--- config.mk ---
export PLATFORM = sky130hd
export DESIGN_NAME = down_counter_timer
export DESIGN_NICKNAME = d
export VERILOG_FILES = /design/src/rtl/down_counter_timer.sv
export SDC_FILE = /design/constraint.sdc
export NUM_CORES = 1
export LEC_CHECK = 0
export BUFFER_PORTS_ARGS = -buffer_cell sky130_fd_sc_hd__buf_2
export CAP_MARGIN = 5
export CELL_PAD_IN_SITES_DETAIL_PLACEMENT = 2
export CELL_PAD_IN_SITES_GLOBAL_PLACEMENT = 2
export CORE_UTILIZATION = 30
export DETAILED_ROUTE_END_ITERATION = 7
export HOLD_SLACK_MARGIN = 0.08
export PLACE_DENSITY = 0.82
export SYNTH_ARGS = -nofsm -noshare
export SYNTH_HDL_FRONTEND = slang
export SYNTH_SLANG_ARGS = --single-unit
--- constraint.sdc ---
create_clock -name CLK -period 4.2 [get_ports CLK]
set_input_delay 0.42 -clock CLK [delete_from_list [all_inputs] [get_ports CLK]]
set_output_delay 0.42 -clock CLK [all_outputs]
set_load 0.02 [all_outputs]
--- src/rtl/down_counter_timer.sv ---
// Loadable down-counter / countdown timer with one-cycle DONE pulse.
// Define DOWN_COUNTER_TIMER_AUTO_RELOAD_EN for periodic (auto-reload) mode.
module down_counter_timer #(
  parameter int WIDTH = 3
) (
  input  logic             CLK,
  input  logic             RESET,
  input  logic             LOAD,
  input  logic [WIDTH-1:0] LOAD_VAL,
  input  logic             START,
  input  logic             PAUSE,
  input  logic             ABORT,
  output logic [WIDTH-1:0] Q,
  output logic             BUSY,
  output logic             DONE
);

  typedef enum logic [1:0] {
    ST_IDLE,
    ST_RUN,
    ST_PAUSED,
    ST_DONE
  } state_t;

  state_t           state, state_nxt;
  logic [WIDTH-1:0] count, count_nxt;
  logic [WIDTH-1:0] reload, reload_nxt;
  logic             done_r, done_nxt;
  logic             busy_c;

  always_ff @(posedge CLK) begin
    if (RESET) begin
      state  <= ST_IDLE;
      count  <= '0;
      reload <= '0;
      done_r <= 1'b0;
    end else begin
      state  <= state_nxt;
      count  <= count_nxt;
      reload <= reload_nxt;
      done_r <= done_nxt;
    end
  end

  always_comb begin
    state_nxt  = state;
    count_nxt  = count;
    reload_nxt = reload;
    done_nxt   = 1'b0;
    unique case (state)
      ST_IDLE: begin
        if (LOAD) begin
          count_nxt  = LOAD_VAL;
          reload_nxt = LOAD_VAL;
        end else if (START) begin
          if (count != '0) begin
            state_nxt = ST_RUN;
          end else begin
            state_nxt = ST_DONE;
            done_nxt  = 1'b1;
          end
        end
      end
      ST_RUN: begin
        if (ABORT) begin
          state_nxt = ST_IDLE;
        end else if (PAUSE) begin
          state_nxt = ST_PAUSED;
        end else if (count > WIDTH'(1)) begin
          count_nxt = count - WIDTH'(1);
        end else begin
          // Terminal tick: the pulse is registered so DONE appears with the final Q
          done_nxt = 1'b1;
`ifdef DOWN_COUNTER_TIMER_AUTO_RELOAD_EN
          count_nxt = reload;
`else
          count_nxt = '0;
          state_nxt = ST_DONE;
`endif
        end
      end
      ST_PAUSED: begin
        if (ABORT) begin
          state_nxt = ST_IDLE;
        end else if (!PAUSE) begin
          state_nxt = ST_RUN;
        end
      end
      ST_DONE: begin
        state_nxt = ST_IDLE;
        if (LOAD) begin
          count_nxt  = LOAD_VAL;
          reload_nxt = LOAD_VAL;
        end
      end
      default: state_nxt = ST_IDLE;
    endcase
  end

  always_comb begin
    busy_c = (state == ST_RUN) || (state == ST_PAUSED);
  end

  assign Q    = count;
  assign BUSY = busy_c;
  assign DONE = done_r;

endmodule

### Word-level counts from Yosys, hierarchy flattened

Cells that the tools add are included.

* register bits after elaboration: 6
* bits in latches: 0
* bits in writable memories: 0
* ROM bits: 0
* bits of input ports: 9
* logic and storage cells: 43
* memories: 0

* add/subtract/negate cells: 1
* $mul: 0
* div/mod/pow operators: 0
* order comparisons: 1
* equal/unequal tests: 10
* shift-type cells: 0
* mux-type cells: 21
* bitwise logic cells: 0
* reductions and logical operators: 7

Operators by type and width (number)
* 2-bit two-way mux: 8
* 3-bit two-way mux: 4
* 2-bit inequality test (second input constant): 4
* 2-bit one-hot mux with 4 select lines: 1
* 4-bit AND reduction: 2
* 1-bit two-way mux: 6
* 3-bit one-hot mux with 2 select lines: 1
* 2-bit == test (second input constant): 2
* 4-bit inequality test (second input constant): 1
* 3-bit by 1-bit greater-than comparator with 1-bit output (second input constant): 1
* 3-bit inequality test (second input constant): 1
* 3-bit nonzero test: 1
* 3-bit by 1-bit subtractor with 3-bit output (second input constant): 1
* 2-bit by 1-bit == test with 1-bit output (second input constant): 1
* 2-bit logical NOT: 1
* 2-bit by 1-bit inequality test with 1-bit output (second input constant): 1
* 1-bit one-hot mux with 2 select lines: 1
* 2-bit nonzero test: 1
* 2-bit OR reduction: 1
* 1-bit logical OR: 1

### Logic depth before layout (Yosys ltp)

* depth after elaboration: 5
* gate-level depth with buffers: 6
* mapped depth without buffers: 6

### Least setup slack after synthesis

No wires, ideal clock.

* path type: register to register
* start point: register state[0]
* end point: register count[0], in the netlist Q[0]
* setup time: 129 ps
* arrival time: 1426 ps
* data required time: 4071 ps
* slack: 2645 ps
* stages on the path, launching flop included: 7
* path buffers: 0
* clock period less this slack: 1555 ps
* cell sequence: dfxtp_1 > inv_1 > ha_1 > nor2_1 > o22ai_2 > a311oi_1 > a211oi_1

* longest elaborated chain between the ends: 4
* elaborated cells on any way between the ends: 10
* those cells by class: eq/ne: 5; mux: 1; reduce/logical: 4

RTL lines
* start: declaration: RTL line 25 `state_t state, state_nxt;`
* start signal: assignment: RTL line 38 `state <= state_nxt;`
* 2-bit == test / 2-bit logical NOT (equally long branches): RTL line 50 `unique case (state)`
* 2-bit OR reduction (no line)
* 2-bit by 1-bit inequality test with 1-bit output (no line) / 2-bit nonzero test (equally long branches)
* 4-bit AND reduction (no line)
* end signal: assignment: RTL line 39 `count <= count_nxt;`
* end: declaration: RTL line 26 `logic [WIDTH-1:0] count, count_nxt;`

Several ways; a longest one is shown, not always the timed one.
A chain may end at the register's enable or synchronous reset.

### Final worst setup path

* start point: register state[0]
* end point: output port BUSY

* longest elaborated chain between the ends: 2
* elaborated cells on any way between the ends: 3
* those cells by class: eq/ne: 2; reduce/logical: 1

RTL lines
* 2-bit by 1-bit == test with 1-bit output / 2-bit == test (equally long branches): RTL line 101 `busy_c = (state == ST_RUN) || (state == ST_PAUSED);`
* 1-bit logical OR (*): RTL line 101
* end: declaration: RTL line 14 `output logic BUSY,`

Mark *: on every way between the ends. The rest lies on a longest branch, timed or not.

==> flow_summary.yaml <==
synthesis:
  synth_adder_area_share_pct: 14.78
  ys_seq_area_share_pct: 23.65
  synth_top_cell_area_share_pct: 23.65
  synth.top_cells.by_area: "dfxtp_1 (24%), ha_1 (15%), nand2b_1 (6.2%), inv_1 (5.2%), a21oi_1 (3.9%)"
  synth_cells: 60
  synth-compound-area-share_pct: 33.00
  yosysWarningCount: 0
  synth-xor-area-share_pct: 0
  avgSynthCellArea_um2: 8.466
  ys_seq_elements: 6
  synth_top_area_cell: "dfxtp_1"
  synth_top_family_by_area: "compound AO/OA/AOI/OAI gates"
  synthSimpleGateAreaFrac_pct: 23.40
  synth_area_um2: 508.0
  ys_types: 29
  synth_fp_nets: 75
  synthMuxAreaShare_pct: 0
clock_tree:
  root_buffer: "clkbuf_4"
  clkSinkCount: 6
  cts_tree: "built"
  cts_buffer_depth: 2
  hold_buffers: 0
  clkTransAtPathRegs_ns: 0.05
  postCtsSetupBuffers: 0
  numCtsBuffers: 3
  post_cts_resized: 0
  cts-htree-levels: 1
  clk-insertion-delay-late_ns: 0.25
critical_path:
  cp.arrival_ns: 1.42
  reg2reg_slack_ns: 2.53
  slowest_delay_ns: 0.46
  required_ns: 3.78
  startpoint_type: "flip-flop"
  cp_max_fo: 8
  cp-end-kind: "primary output"
  crit_chain: "inv_1, ha_1, buf_2"
  critPathKind: "flip-flop to primary output"
  slowest_stage: "ha_1"
power:
  ir_worst_vdd_uv: 320.6
  power_density_mw_per_mm2: 772.9
  leakage_nw: 0.2798
routing:
  drc: 0
  viasPerCell: 5.478
  drt-initial-drc-count: 7
  dr.pass1.iters: 4
  antenna_violating_nets_post_route: 0
  dr_total_vias: 504
  wl_um: 1498
  wl_per_cell_um: 16.28
layout:
  fillers: 190
  fin_nets: 93
  most-common-layout-cells: "buf_2 (13), inv_1 (7), dfxtp_1 (6), ha_1 (6), nand2b_1 (5)"
  diodes: 0
  final_util_pct: 39.94
  stdcell_count: 92
  final_area_um2: 615.6
  layout_commonest_cell: "buf_2"
  post_route_cells_drive_above_1_share_pct: 25.00
  area_growth_pct: 21.18
sta:
  drv_slew: 0
  fin_skew_ns: 0.001483
  worst_pin_slew_ns: 0.2771
  relSlewSlack_pct: 81.33
  rsz0062_at_grt: "no"
  setup_viol: 0
  hold_ws_ns: 0.4329
  hold_viol: 0
  setup_tns_ns: 0
  fmax_mhz: 544.4
  final.min_clock_period_ns: 1.837
  fin_crit_sh_pct: 43.73
hold_path:
  min_path_type: "input port to flip-flop"
place:
  globalplace.congestion: 0.7251
  dp.cells: 89
  dp_hpwl_um: 1215
  placed_area_um2: 593.1
  io_buffers: 13
grt:
  grt_use_total_pct: 19.64
  grt_pass1_vias: 498
  grt_pass1_wl_um: 2559
  grt_max_degree: 9
  antenna_found_initial: 0
  grt_overflow: 0
run:
  drv_cap: 0
floorplan:
  dieArea_mm2: 0.001862
  initial_utilization_pct: 32.95
  die-width_um: 43.15
  rows: 14
  ioPinCount: 14
  design.core.area_mm2: 0.001541
  die_h_um: 43.15
run_status:
  status: "finished clean"
==> synth_stat cells <==
cell type  number
a211oi_1        2
a211oi_2        1
a21boi_0        1
a21o_1          1
a21oi_1         4
a221oi_1        1
a311oi_1        1
a31oi_1         1
dfxtp_1         6
ha_1            6
inv_1           7
nand2_1         2
nand2b_1        5
nand3b_1        2
nor2_1          4
nor2b_1         2
nor3_1          1
nor3b_4         1
o2111ai_1       1
o21a_1          1
o21ai_0         1
o21ai_1         1
o21ba_1         1
o21bai_1        2
o22ai_2         1
o2bb2ai_1       1
o32ai_1         1
or2b_1          1
or3_1           1
==> final cells by class <==
class | count | area, µm² | area share (%)
tap | 16 | 20.02 | 3.252
clock buffer | 3 | 22.52 | 3.659
sequential | 6 | 120.1 | 19.51
timing repair buffer | 13 | 65.06 | 10.57
inverter | 7 | 26.28 | 4.268
multi-input combinational | 47 | 361.6 | 58.74
==> critical path, delay by kind of cell, from the launching register on <==
kind       cells  cell delay [ns]
fa+ha+maj      1             0.46
buf+inv        2             0.31
flops          1             0.39
==> where the power goes <==
part	internal [mW]	switching, mW	total (mW)
Combinational	0.126	0.188	0.314
Sequential	0.0792	0.0254	0.105
Clock	0.0326	0.0245	0.0571
Total	0.238	0.238	0.476
==> routing by layer <==
layer	up-vias	GRT usage, %	share of wire [%]	wire length (µm)
met1	241	26.09	51	769
met3	0	6.383	3.7	56
li1	249	-	-	-
met2	14	28.36	45	672
met4	0	9.091	0	0
met5	-	0	0	0
==> metrics by stage <==
stage / power, mW / setup slack, ns
6_report: 0.4758 / 2.363
3_3_place_gp: 0.4108 / 2.564
5_1_grt: 0.5240 / 2.277
2_1_floorplan: 0.3308 / 2.645
4_1_cts: 0.4856 / 2.350
3_5_place_dp: 0.4223 / 2.531
==> cell families after synthesis <==
logic type               Yosys count
AO/OA/AOI/OAI                     22
AND/OR/NAND/NOR                   19
buffers and inverters              7
adder cells (fa/ha/maj)            6
flip-flops                         6
==> flip-flops by register name (all words and copies together) (netlist names) <==
register,cells
state,2
Q,3
DONE,1
==> path summary, 6_finish.rpt <==
kind	startpoint	endpoint	cells past startpoint
setup / recovery	state[0]$_SDFFE_PP0P_	BUSY	3
hold / removal	RESET	DONE$_SDFF_PP0_	2
setup reg to reg	state[0]$_SDFFE_PP0P_	Q[0]$_SDFFE_PP0P_	6
hold reg to reg	state[0]$_SDFFE_PP0P_	state[0]$_SDFFE_PP0P_	2
Note: power is estimated with default switching activity, not from simulation.
